===== src/rtl/pack_arb_pkg.sv =====
// Shared definitions for the two-source packet arbiter.
//   - arb_state_t     : arbiter FSM states
//   - calc_pack_bytes : bytes delivered per packet (packet bytes minus preamble)
//   - header layout   : {source id (1 bit), sequence number (7 bits)}
//   - TIMEOUT_CYCLES  : stall limit, only used when PACK_ARB_TIMEOUT_EN is defined
package pack_arb_pkg;

   typedef enum logic [1:0] {
      IDLE    = 2'd0,
      HEADER  = 2'd1,
      PAYLOAD = 2'd2,
      PAD     = 2'd3
   } arb_state_t;

   localparam int SIZE_BIT_PACK_DEF       = 1976;
   localparam int SIZE_INPUT_BIT_DEF      = 8;
   localparam int SIZE_PREAMBLE_BYTES_DEF = 4;

   localparam logic [7:0] FILL_BYTE_DEF = 8'h00;

   localparam int HDR_ID_W  = 1;
   localparam int HDR_SEQ_W = 7;

   localparam int TIMEOUT_CYCLES = 64;

   function automatic int calc_pack_bytes(input int bits_pack, input int bits_in,
                                          input int preamble_bytes);
      return (bits_pack / bits_in) - preamble_bytes;
   endfunction

   localparam int PACK_BYTES_DEF =
      calc_pack_bytes(SIZE_BIT_PACK_DEF, SIZE_INPUT_BIT_DEF, SIZE_PREAMBLE_BYTES_DEF);

endpackage


===== src/rtl/rr_select_2.sv =====
// Two-way round-robin pick, purely combinational.
// Ports:
//   i_ptr      preferred source when both request
//   i_valid_0  source 0 request
//   i_valid_1  source 1 request
//   o_any      at least one source requests
//   o_pick     index of the chosen source (meaningful only when o_any)
module rr_select_2 (
   input  logic i_ptr,
   input  logic i_valid_0,
   input  logic i_valid_1,
   output logic o_any,
   output logic o_pick
);

   always_comb begin
      o_any = i_valid_0 | i_valid_1;
      if (i_valid_0 && i_valid_1) begin
         o_pick = i_ptr;
      end else begin
         o_pick = i_valid_1;
      end
   end

endmodule


===== src/rtl/pack_arbiter.sv =====
// Packet-granular round-robin arbiter sharing the assembler byte input
// between two byte sources. Each packet is one header byte {id, seq},
// then payload from the granted source, then fill bytes if the source
// frame ended early, always PACK_BYTES bytes in total.
//
// Optional feature macro: PACK_ARB_TIMEOUT_EN
//   When defined, a PAYLOAD stall of TIMEOUT_CYCLES consecutive cycles
//   without source valid closes the frame as if i_last had been seen.
//
// Ports:
//   i_clk, i_reset_n          clock, async active-low reset
//   i_data_k/i_valid_k/i_last_k/o_ready_k   source k byte stream (k = 0,1)
//   o_data/o_valid/i_ready    byte stream to the assembler
//   o_sop                     high while the header byte is presented
//   o_grant                   one-hot current owner, 00 when idle
//   o_pkt_count               completed packets, wrapping
//
// States:
//   IDLE    | no owner; arbitrate among valid sources
//   HEADER  | present {grant_id, seq} header byte
//   PAYLOAD | pass granted source straight through
//   PAD     | present FILL_BYTE until the packet is full
module pack_arbiter
   import pack_arb_pkg::*;
#(
   parameter int                        SIZE_BIT_PACK       = SIZE_BIT_PACK_DEF,
   parameter int                        SIZE_INPUT_BIT      = SIZE_INPUT_BIT_DEF,
   parameter int                        SIZE_PREAMBLE_BYTES = SIZE_PREAMBLE_BYTES_DEF,
   parameter logic [SIZE_INPUT_BIT-1:0] FILL_BYTE           = FILL_BYTE_DEF
) (
   input  logic                      i_clk,
   input  logic                      i_reset_n,
   input  logic [SIZE_INPUT_BIT-1:0] i_data_0,
   input  logic                      i_valid_0,
   input  logic                      i_last_0,
   output logic                      o_ready_0,
   input  logic [SIZE_INPUT_BIT-1:0] i_data_1,
   input  logic                      i_valid_1,
   input  logic                      i_last_1,
   output logic                      o_ready_1,
   output logic [SIZE_INPUT_BIT-1:0] o_data,
   output logic                      o_valid,
   input  logic                      i_ready,
   output logic                      o_sop,
   output logic [1:0]                o_grant,
   output logic [15:0]               o_pkt_count
);

   localparam int PACK_BYTES = calc_pack_bytes(SIZE_BIT_PACK, SIZE_INPUT_BIT,
                                                SIZE_PREAMBLE_BYTES);
   localparam int CNT_W = $clog2(PACK_BYTES + 1);
   localparam logic [CNT_W-1:0] LAST_CNT = CNT_W'(PACK_BYTES);

   arb_state_t           state_q, state_d;
   logic                 grant_id_q, grant_id_d;
   logic [1:0]           grant_q, grant_d;
   logic [CNT_W-1:0]     byte_cnt_q, byte_cnt_d, byte_cnt_inc;
   logic                 rr_ptr_q, rr_ptr_d;
   logic [HDR_SEQ_W-1:0] seq0_q, seq0_d, seq1_q, seq1_d, hdr_seq;
   logic [15:0]          pkt_cnt_q, pkt_cnt_d;
   logic                 pkt_done;

   logic                      src_valid, src_last;
   logic [SIZE_INPUT_BIT-1:0] src_data;

   logic pick_any, pick_id;

`ifdef PACK_ARB_TIMEOUT_EN
   localparam int TMR_W = $clog2(TIMEOUT_CYCLES + 1);
   localparam logic [TMR_W-1:0] TMR_LOAD = TMR_W'(TIMEOUT_CYCLES - 1);
   logic [TMR_W-1:0] stall_tmr_q, stall_tmr_d;
`endif

   rr_select_2 u_rr_select (
      .i_ptr     (rr_ptr_q),
      .i_valid_0 (i_valid_0),
      .i_valid_1 (i_valid_1),
      .o_any     (pick_any),
      .o_pick    (pick_id)
   );

   always_ff @(posedge i_clk or negedge i_reset_n) begin
      if (!i_reset_n) begin
         state_q     <= IDLE;
         grant_id_q  <= 1'b0;
         grant_q     <= 2'b00;
         byte_cnt_q  <= '0;
         rr_ptr_q    <= 1'b0;
         seq0_q      <= '0;
         seq1_q      <= '0;
         pkt_cnt_q   <= '0;
`ifdef PACK_ARB_TIMEOUT_EN
         stall_tmr_q <= '0;
`endif
      end else begin
         state_q     <= state_d;
         grant_id_q  <= grant_id_d;
         grant_q     <= grant_d;
         byte_cnt_q  <= byte_cnt_d;
         rr_ptr_q    <= rr_ptr_d;
         seq0_q      <= seq0_d;
         seq1_q      <= seq1_d;
         pkt_cnt_q   <= pkt_cnt_d;
`ifdef PACK_ARB_TIMEOUT_EN
         stall_tmr_q <= stall_tmr_d;
`endif
      end
   end

   always_comb begin
      state_d      = state_q;
      grant_id_d   = grant_id_q;
      grant_d      = grant_q;
      byte_cnt_d   = byte_cnt_q;
      rr_ptr_d     = rr_ptr_q;
      seq0_d       = seq0_q;
      seq1_d       = seq1_q;
      pkt_cnt_d    = pkt_cnt_q;
      pkt_done     = 1'b0;
      o_data       = '0;
      o_valid      = 1'b0;
      o_sop        = 1'b0;
      o_ready_0    = 1'b0;
      o_ready_1    = 1'b0;
      byte_cnt_inc = byte_cnt_q + 1'b1;
`ifdef PACK_ARB_TIMEOUT_EN
      stall_tmr_d  = stall_tmr_q;
`endif

      src_data  = grant_id_q ? i_data_1  : i_data_0;
      src_valid = grant_id_q ? i_valid_1 : i_valid_0;
      src_last  = grant_id_q ? i_last_1  : i_last_0;
      hdr_seq   = grant_id_q ? seq1_q    : seq0_q;

      case (state_q)
         IDLE: begin
            if (pick_any) begin
               grant_id_d = pick_id;
               grant_d    = pick_id ? 2'b10 : 2'b01;
               byte_cnt_d = '0;
               state_d    = HEADER;
            end
         end

         HEADER: begin
            o_data  = SIZE_INPUT_BIT'({grant_id_q, hdr_seq});
            o_valid = 1'b1;
            o_sop   = 1'b1;
            if (i_ready) begin
               byte_cnt_d = byte_cnt_inc;
               state_d    = PAYLOAD;
`ifdef PACK_ARB_TIMEOUT_EN
               stall_tmr_d = TMR_LOAD;
`endif
            end
         end

         PAYLOAD: begin
            o_data  = src_data;
            o_valid = src_valid;
            if (grant_id_q) begin
               o_ready_1 = i_ready;
            end else begin
               o_ready_0 = i_ready;
            end
            if (src_valid && i_ready) begin
               byte_cnt_d = byte_cnt_inc;
               // A full packet wins over i_last: the frame end on the final
               // slot needs no padding, and the next packet starts fresh.
               if (byte_cnt_inc == LAST_CNT) begin
                  pkt_done = 1'b1;
               end else if (src_last) begin
                  state_d = PAD;
               end
`ifdef PACK_ARB_TIMEOUT_EN
               stall_tmr_d = TMR_LOAD;
`endif
            end
`ifdef PACK_ARB_TIMEOUT_EN
            else if (!src_valid) begin
               if (stall_tmr_q == '0) begin
                  state_d = PAD;
               end else begin
                  stall_tmr_d = stall_tmr_q - 1'b1;
               end
            end
`endif
         end

         PAD: begin
            o_data  = FILL_BYTE;
            o_valid = 1'b1;
            if (i_ready) begin
               byte_cnt_d = byte_cnt_inc;
               if (byte_cnt_inc == LAST_CNT) begin
                  pkt_done = 1'b1;
               end
            end
         end

         default: begin
            state_d = IDLE;
         end
      endcase

      if (pkt_done) begin
         state_d   = IDLE;
         rr_ptr_d  = ~grant_id_q;
         grant_d   = 2'b00;
         pkt_cnt_d = pkt_cnt_q + 16'd1;
         if (grant_id_q) begin
            seq1_d = seq1_q + 1'b1;
         end else begin
            seq0_d = seq0_q + 1'b1;
         end
      end
   end

   assign o_grant     = grant_q;
   assign o_pkt_count = pkt_cnt_q;

endmodule


===== config.mk =====
export PLATFORM = sky130hd
export DESIGN_NAME = pack_arbiter
export DESIGN_NICKNAME = d
export VERILOG_FILES = /design/src/rtl/pack_arb_pkg.sv /design/src/rtl/rr_select_2.sv /design/src/rtl/pack_arbiter.sv
export SDC_FILE = /design/constraint.sdc
export NUM_CORES = 1
export LEC_CHECK = 0
export CAP_MARGIN = 20
export CORE_MARGIN = 3
export CORE_UTILIZATION = 45
export DETAILED_ROUTE_END_ITERATION = 10
export PLACE_DENSITY = 0.81
export SLEW_MARGIN = 5
export SYNTH_ARGS = -nofsm -noshare
export SYNTH_HDL_FRONTEND = slang
export SYNTH_SLANG_ARGS = --single-unit

===== constraint.sdc =====
create_clock -name i_clk -period 6.7 [get_ports i_clk]
set_input_delay 0.67 -clock i_clk [delete_from_list [all_inputs] [get_ports i_clk]]
set_output_delay 0.67 -clock i_clk [all_outputs]
set_load 0.05 [all_outputs]

==> summary.md, run 1 <==
| Metric | Value |
|---|---|
| Crit end category | `output port` |
| Switching part of the total | `41.67%` |
| Max H-tree Level | `2` |
| Routability congestion estimate | `0.7623` |
| Max Slew Vio Count | `0` |
| Clock sinks | `44` |
| Synth top area cells | `dfrtp_1 42%, mux2_2 7.8%, xor2_1 7.7%, nand2_1 4.7%, ha_1 4.3%` |
| RSZ-0062 raised after global routing | `no` |
| Die Span Y | `82.18 µm` |
| Final min period | `3.449 ns` |
| Arr. time, crit path | `2.78 ns` |
| Clock Skews | `0.007173 ns` |
| Seq/Total Area, Yosys | `42.17%` |
| Port Buffers | `52` |
| Syn_nets | `304` |
| Layout cell share with drive strength beyond 1 | `9.907%` |
| Post-Syn Area per Cell | `9.600 µm²` |
| # setup viols final | `0` |
| Overflow after GRT | `0` |
| Iter 0 DRT Violations | `122` |
| Reg clk slew, reported paths | `0.09 ns` |
| Crit path required time | `6.03 ns` |
| Critical Path Most Common Cell | `nand2_1` |
| Setup TNS | `0 ns` |
| Die extent in x | `82.18 µm` |
| Status | `finished clean` |
| Slowest cell on crit path | `dfrtp_1` |
| Dominant cell type by area after synthesis | `dfrtp_1` |
| Worst Hold Class | `register to register` |
| Root Driver | `clkbuf_8` |
| Vias in the first global route | `2,128` |
| Tcrit/Tclk final | `51.48%` |
| First-pass GRT wire length | `10,030 µm` |
| Relative slew margins | `35.50%` |
| Top-count cell post-synth | `dfrtp_1` |
| Final ANT Viol Nets | `0` |
| YS warnings | `0` |
| GRT Util Overall | `19.10%` |
| Cells after Synth | `272` |
| Antenna violations before repair | `0` |
| Mapped Area | `2611 µm²` |
| Longest Clk Path Bufs | `2` |
| EDFF count, synth | `0` |
| Drt first pass iters | `4` |
| Clk pwr share | `20.4%` |
| Dpl hpwl | `4270 µm` |
| Area of the die | `6753 µm²` |
| Psw | `414.1 µW` |
| P_int | `579.7 µW` |
| Max IR drop VDD | `0.2026 mV` |
| Sequential power share | `34.9%` |
| Gates resized, CTS repair | `0` |
| Core Region | `5574 µm²` |
| Pwr Density | `302.9 nW/µm²` |
| Most frequent cells after synthesis | `44 x dfrtp_1, 33 x nand2_1, 23 x xor2_1` |
| CP cell instances | `inv_1 > nand2_1 > nand2_1 > a22oi_1 > nor2b_1 > clkdlybuf4s50_1` |
| Largest net degree at the start of global routing | `45` |
| Ys flop type | `dfrtp_1` |
| Worst path max stage delay | `0.90 ns` |
| Comb pwr share | `44.7%` |
| Critical path class | `register to output port` |
| Setup bufs post-CTS | `0` |
| Remaining routing DRC violations | `0` |
| Post-synth ARST share | `100.0%` |
| Synth cell types | `47` |
| Final WL | `5939 µm` |
| Tot Pwr | `993.8 µW` |
| Num CTS Buffers | `5` |
| Peak Freq | `289.9 MHz` |
| Final Hold Fails | `0` |
| Hold Buf Count CTS | `0` |
| MaxCap Viol Count | `0` |
| Via-per-instance ratio | `5.463` |
| Initial core utilization | `46.85%` |
| Row count | `27` |
| Worst Tran Pin Value | `0.9675 ns` |
| Worst-path fanout max | `21` |
| Mean routed wirelength per cell | `15.04 µm` |
| # IOs | `53` |
| Synth top area share | `42.17%` |
| Synth Register Bits | `44` |
| Vias | `2,158` |
| Static leakage | `0.001517 µW` |
| Layout Nets | `354` |
| Critical Path Source Type | `register` |
| Skew-Pair Late Insertion Delay | `0.30 ns` |
| CTS tree | `built` |
| Area Overhead vs Synth | `25.64%` |
| Ant. Diodes | `0` |
[area by class of cell]
type | instances | area (µm²)
sequential | 44 | 1101
clock buffer | 6 | 72.57
tap | 72 | 90.09
clock inverter | 2 | 35.03
multi-input combinational | 211 | 1436
inverter | 8 | 30.03
timing repair buffer | 52 | 515.5
fill | 495 | 2293
[metrics by stage]
| stage | utilization [%] | worst slack [ns] | instances | area [µm²] | hold slack [ns] |
|---|---|---|---|---|---|
| finish | 58.86 | 3.251 | 395 | 3281 | 0.4696 |
| global route | 58.86 | 3.120 | 395 | 3281 | 0.4950 |
| CTS | 58.86 | 3.263 | 395 | 3281 | 0.4755 |
| detailed placement | 56.92 | 3.233 | 387 | 3173 | 0.4630 |
| global placement | 56.92 | 3.403 | 387 | 3173 | 0.4525 |
| floorplan | - | 3.835 | 272 | 2611 | 0.3744 |
[kinds of logic after synthesis]
| group | after synthesis | synth area share, % |
|---|---|---|
| xor+xnor | 28 | 9.391 |
| buf+inv | 17 | 2.827 |
| mux | 20 | 8.529 |
| flops | 44 | 42.17 |
| fa+ha+maj | 9 | 4.312 |
| simple gates | 109 | 21.08 |
| compound gates | 45 | 11.69 |
[placed cells by master (no fill, tap or decap), types with 9 or more instances in the layout]
cell type / netlist / routed
o21ai_0: 13 / 13
nor3_1: 18 / 18
mux2_2: 18 / 18
nand2_1: 33 / 33
xor2_1: 23 / 23
nor2_1: 16 / 16
ha_1: 9 / 9
dfrtp_1: 44 / 44
clkdlybuf4s50_1: 0 / 51
[metal layers]
metal / global-route usage, % / up-vias / wire length, µm
li1: - / 1059 / -
met1: 25.52 / 1016 / 2781
met2: 30.69 / 71 / 2658
met3: 4.013 / 12 / 386
met4: 6.811 / 0 / 112
met5: 0 / - / 0
[power groups by stage]
| stage | Clock (µW) | Sequential (µW) | Combinational [µW] |
|---|---|---|---|
| floorplan | 0 | 332 | 335 |
| global placement | 0 | 349 | 435 |
| detailed placement | 0 | 351 | 443 |
| CTS | 207 | 346 | 446 |
| global route | 219 | 353 | 486 |
| finish | 203 | 346 | 444 |
[final timing paths]
path	start	endpoint	slack (ns)	cells past startpoint
worst max-delay path	grant_id_q	o_data[2]	3.25	6
worst min-delay path	seq1_q[6]	seq1_q[6]	0.47	1
worst max register to register	grant_id_q	seq0_q[1]	3.45	6
worst min register to register	seq1_q[6]	seq1_q[6]	0.47	1
max in group asynchronous	i_reset_n	seq0_q[6]	5.58	1
min in group asynchronous	i_reset_n	byte_cnt_q[4]	0.51	1
[state kept, by name, summed over array words and instances, names as in the netlist]
name / count
byte_cnt_q: 8
grant_id_q: 1
o_grant: 2
o_pkt_count: 16
rr_ptr_q: 1
seq0_q: 7
seq1_q: 7
state_q: 2
[worst max-delay path: cells and delay by family, from the launching register on]
| family | cells | cell delay [ns] |
|---|---|---|
| and+or+nand+nor | 3 | 0.40 |
| DFF | 1 | 0.90 |
| buffers and inverters | 2 | 1.03 |
| AOI/OAI and AO/OA | 1 | 0.15 |
Note: power is estimated with default switching activity, not from simulation.
==> run 2, diff against run 1 <==
Settings changed: PLACE_DENSITY 0.81 to 0.84.
Clock period 6.7 ns to 2.8 ns, I/O delays scaled along.
==> summary.md, run 2 (synthesis gave the netlist of run 1 again) <==
| Metric | Value |
|---|---|
| Max reg flops | `16` |
| Final ANT Viol Nets | `0` |
| Vias | `2,210` |
| Critical Path Source Type | `register` |
| Relative slew margins | `33.41%` |
| Antenna violations before repair | `0` |
| Row count | `27` |
| Static leakage | `0.001568 µW` |
| Routability congestion estimate | `0.7943` |
| Dpl hpwl | `4320 µm` |
| Worst slack, placed | `0.2923 ns` |
| Inst Count DP | `395` |
| Worst-path fanout max | `14` |
| Largest net degree at the start of global routing | `45` |
| Final worst setup slack | `0.2106 ns` |
| Die Span Y | `82.18 µm` |
| Vias in the first global route | `2,129` |
| Reg clk slew, reported paths | `0.08 ns` |
| Area of the die | `6753 µm²` |
| Hold Buf Count CTS | `0` |
| Worst Tran Pin Value | `0.9989 ns` |
| GRT Util Overall | `19.39%` |
| Final Hold Fails | `0` |
| Remaining routing DRC violations | `0` |
| Max H-tree Level | `2` |
| Setup bufs post-CTS | `0` |
| Worst path max stage delay | `0.80 ns` |
| CTS tree | `built` |
| First-pass GRT wire length | `10,030 µm` |
| Drt first pass iters | `6` |
| Area Overhead vs Synth | `28.22%` |
| RSZ-0062 raised after global routing | `no` |
| Most common cell after layout, fill and taps aside | `clkdlybuf4s50_1` |
| Crit path required time | `2.52 ns` |
| Iter 0 DRT Violations | `108` |
| Skew-Pair Late Insertion Delay | `0.30 ns` |
| # setup viols final | `0` |
| Layout cell share with drive strength beyond 1 | `12.69%` |
| MaxCap Viol Count | `0` |
| Crit end category | `output port` |
| Critical path class | `register to output port` |
| Clock Skews | `0.005131 ns` |
| Final non-filler cell total | `403` |
| Final min period | `2.589 ns` |
| Util after Layout | `60.07%` |
| Overflow after GRT | `0` |
| Pwr Density | `718.4 nW/µm²` |
| Via-per-instance ratio | `5.484` |
| Max Slew Vio Count | `0` |
| Most frequent cells in the layout | `50 x clkdlybuf4s50_1, 44 x dfrtp_1, 33 x nand2_1` |
| Comb pwr share | `47.3%` |
| Die extent in x | `82.18 µm` |
| Max IR drop VDD | `0.4342 mV` |
| Initial core utilization | `46.85%` |
| Worst Hold Class | `primary input to async pin` |
| Status | `finished clean` |
| Clk pwr share | `20.1%` |
| Sequential power share | `32.6%` |
| P_int | `1415 µW` |
| Mean routed wirelength per cell | `15.01 µm` |
| Ant. Diodes | `0` |
| Worst Path Buf+Inv | `2` |
| Core Region | `5574 µm²` |
| Root Driver | `clkbuf_8` |
| Clock sinks | `44` |
| CP delay by family, top | `buffers and inverters` |
| Setup TNS | `0 ns` |
| Peak Freq | `386.2 MHz` |
| Longest Clk Path Bufs | `2` |
| Num CTS Buffers | `5` |
| Arr. time, crit path | `2.31 ns` |
| Final WL | `6050 µm` |
| CP cell instances | `inv_1 > ha_2 > a22oi_1 > nor2b_1 > clkdlybuf4s50_1` |
| Switching part of the total | `41.15%` |
| Port Buffers | `52` |
| Layout Nets | `362` |
| Psw | `989.7 µW` |
| Tcrit/Tclk final | `92.48%` |
| # IOs | `53` |
| Slowest cell on crit path | `clkdlybuf4s50_1` |
run 2: cell types whose count changed in the layout (fill, tap and decap cells not counted):
cell / change
dlymetal6s2s_1: +1
clkdlybuf4s50_1: -1
ha_2: +2
buf_4: +8
ha_1: -2
run 2: metrics by stage:
stage | hold slack, ns | power [µW] | instance area (µm²)
6_report | 0.1454 | 2405 | 3348
4_1_cts | 0.1706 | 2420 | 3346
2_1_floorplan | -0.01559 | 1596 | 2611
3_3_place_gp | 0.4525 | 1897 | 3233
3_5_place_dp | 0.4625 | 1922 | 3233
5_1_grt | 0.2020 | 2562 | 3348
run 2: worst paths after layout:
check	start	end	slack, ns	depth (start not counted)
setup reg to reg	byte_cnt_q[1]	seq1_q[6]	0.31	8
setup / recovery	state_q[1]	o_data[0]	0.21	5
max in group asynchronous	i_reset_n	o_pkt_count[15]	2.04	1
hold reg to reg	seq1_q[6]	seq1_q[6]	0.48	1
hold / removal	i_reset_n	o_grant[1]	0.15	1
min in group i_clk	seq1_q[6]	seq1_q[6]	0.48	1
run 2: final cells by class:
cell class	instances	area, µm²
tap	72	90.09
fill	489	2226
sequential	44	1101
inverter	8	30.03
clock inverter	2	35.03
timing repair buffer	60	578.1
clock buffer	6	72.57
multi-input combinational	211	1441
run 2: what timing repair did:
action,4_1_cts,5_1_grt
setup endpoints to repair,1,1
gates resized for setup,2,1
endpoints found under the hold margin,0,0
run 2: worst reg2reg max path, cell delays in order, from the launching register on:
cell and delay, ns:
dfrtp_1 0.45, ha_1 0.28, nand2_1 0.10, or3_1 0.36
a2bb2oi_1 0.24, nand3_2 0.22, buf_4 0.21, nor4_1 0.35
xor2_1 0.19
run 2: power by group through the flow:
stage | Clock, µW | Sequential (µW) | Combinational, µW
final | 484 | 784 | 1140
after global routing | 533 | 793 | 1240
after CTS | 497 | 783 | 1140
after detailed placement | 0 | 795 | 1130
after global placement | 0 | 789 | 1110
after floorplan | 0 | 794 | 802
run 2: metal layers:
layer	global-route usage, %	vias up	routed length (µm)
met5	0	-	0
met4	6.977	0	91
met3	3.471	6	368
met2	30.94	61	2782
met1	26.48	1064	2807
li1	-	1079	-
==> run 3, diff against run 2 <==
Settings changed: CAP_MARGIN 20 to 40, PLACE_DENSITY 0.84 to 0.81.
Clock period 2.8 ns to 2.5 ns, I/O delays scaled along.
==> summary.md, run 3 (synthesis gave the netlist of run 1 again) <==
| Metric | Value |
|---|---|
| Sequential power share | `31.8%` |
| Clk pwr share | `21.2%` |
| Crit path required time | `2.72 ns` |
| CTS tree | `built` |
| Area of the die | `6753 µm²` |
| Clock sinks | `44` |
| Placed inst area | `3241 µm²` |
| Worst Hold Class | `primary input to async pin` |
| Max reg flops | `16` |
| Critical Path Source Type | `register` |
| Core Region | `5574 µm²` |
| P_int | `1603 µW` |
| # IOs | `53` |
| Num CTS Buffers | `5` |
| Static leakage | `0.001605 µW` |
| Inst Count DP | `398` |
| GRT Util Overall | `19.30%` |
| Origin of the worst setup path | `byte_cnt_q[2]` |
| Status | `finished clean` |
| Remaining routing DRC violations | `0` |
| Switching part of the total | `41.33%` |
| Final min period | `2.319 ns` |
| Root Driver | `clkbuf_8` |
| Reg clk slew, reported paths | `0.09 ns` |
| Fin area | `3376 µm²` |
| Most frequent cells in the layout | `42 x dfrtp_1, 39 x clkdlybuf4s50_1, 33 x nand2_1` |
| Most common cell after layout, fill and taps aside | `dfrtp_1` |
| Critical path class | `register to register` |
| Ant. Diodes | `0` |
| Final non-filler cell total | `407` |
| Mean routed wirelength per cell | `14.62 µm` |
| Area Overhead vs Synth | `29.28%` |
| First-pass GRT wire length | `10,070 µm` |
| Via-per-instance ratio | `5.457` |
| Row count | `27` |
| Max IR drop VDD | `0.4814 mV` |
| Antenna violations before repair | `0` |
| Longest Clk Path Bufs | `2` |
| Port Buffers | `52` |
| Tot Pwr | `2732 µW` |
| Comb pwr share | `47.0%` |
| Iter 0 DRT Violations | `157` |
| Layout fillers | `479` |
| Layout Nets | `366` |
| Dpl hpwl | `4436 µm` |
| Tcrit/Tclk final | `92.74%` |
| Drt first pass iters | `4` |
| Max Slew Vio Count | `0` |
| Worst-path fanout max | `15` |
| Final WL | `5949 µm` |
| Overflow after GRT | `0` |
| Initial core utilization | `46.85%` |
| Vias in the first global route | `2,147` |
| Die extent in x | `82.18 µm` |
| Routability congestion estimate | `0.8183` |
| Max H-tree Level | `2` |
| Worst Tran Pin Value | `0.5173 ns` |
| RR Startpoint | `byte_cnt_q[2]` |
| Pwr Density | `809.3 nW/µm²` |
| Final Hold Fails | `0` |
| Final ANT Viol Nets | `0` |
| Setup TNS | `0 ns` |
| Psw | `1129 µW` |
| Skew-Pair Late Insertion Delay | `0.30 ns` |
| Layout cell share with drive strength beyond 1 | `17.31%` |
| Crit end category | `register` |
| RSZ-0062 raised after global routing | `no` |
| Vias | `2,221` |
| Arr. time, crit path | `2.54 ns` |
| Relative slew margins | `65.15%` |
| Clock Skews | `0.01017 ns` |
| Largest net degree at the start of global routing | `38` |
| MaxCap Viol Count | `0` |
| Peak Freq | `431.3 MHz` |
| Die Span Y | `82.18 µm` |
| # setup viols final | `0` |
==> run 3: area by class of cell <==
type / instances / area, µm² / area share, %
clock inverter: 2 / 38.79 / 1.149
timing repair buffer: 64 / 591.8 / 17.53
clock buffer: 6 / 82.58 / 2.446
inverter: 8 / 30.03 / 0.8895
sequential: 44 / 1104 / 32.69
tap: 72 / 90.09 / 2.669
multi-input combinational: 211 / 1439 / 42.62
==> run 3: layer usage <==
metal | global-route usage, % | routed length (µm)
met2 | 30.37 | 2703
met3 | 4.121 | 451
met4 | 7.475 | 57
met5 | 0 | 0
met1 | 26.06 | 2736
==> run 3: power groups by stage <==
stage	Clock, µW	Combinational, µW	Sequential, µW
final	579	1280	868
after CTS	592	1290	863
after detailed placement	0	1290	875
after floorplan	0	898	889
after global placement	0	1260	871
after global routing	623	1410	880
==> run 3: worst paths after layout <==
| check | end | slack [ns] | cells past startpoint |
|---|---|---|---|
| setup reg to reg | seq0_q[6] | 0.18 | 7 |
| hold reg to reg | seq0_q[2] | 0.48 | 1 |
| max in group asynchronous | byte_cnt_q[0] | 1.71 | 3 |
| min in group i_clk | seq0_q[2] | 0.48 | 1 |
| hold / removal | o_grant[1] | 0.32 | 2 |
| setup / recovery | seq0_q[6] | 0.18 | 7 |
==> run 3: stage by stage <==
| stage | setup WS, ns | hold WS (ns) | util [%] |
|---|---|---|---|
| after CTS | 0.1414 | 0.3182 | 60.47 |
| after global routing | 0.01823 | 0.3438 | 60.56 |
| after floorplan | 0.05540 | -0.04559 | - |
| final | 0.1814 | 0.3240 | 60.56 |
| after global placement | 0.2437 | 0.4523 | 57.78 |
| after detailed placement | 0.1558 | 0.1156 | 58.14 |
==> run 3: timing repair <==
item / 4_1_cts / 5_1_grt
hold buffers: 1 / 0
endpoints found under the setup margin: 1 / 7
buffers inserted: 0 / 0
endpoints found under the hold margin: 7 / 0
gates resized for setup: 1 / 3
==> run 3: critical path, stage by stage (launching register included) <==
cell      delay, ns
dfrtp_1        0.44
nand3_2        0.18
or3_4          0.44
a211oi_2       0.33
nand3_2        0.15
buf_4          0.21
nor4_1         0.32
xor2_1         0.18
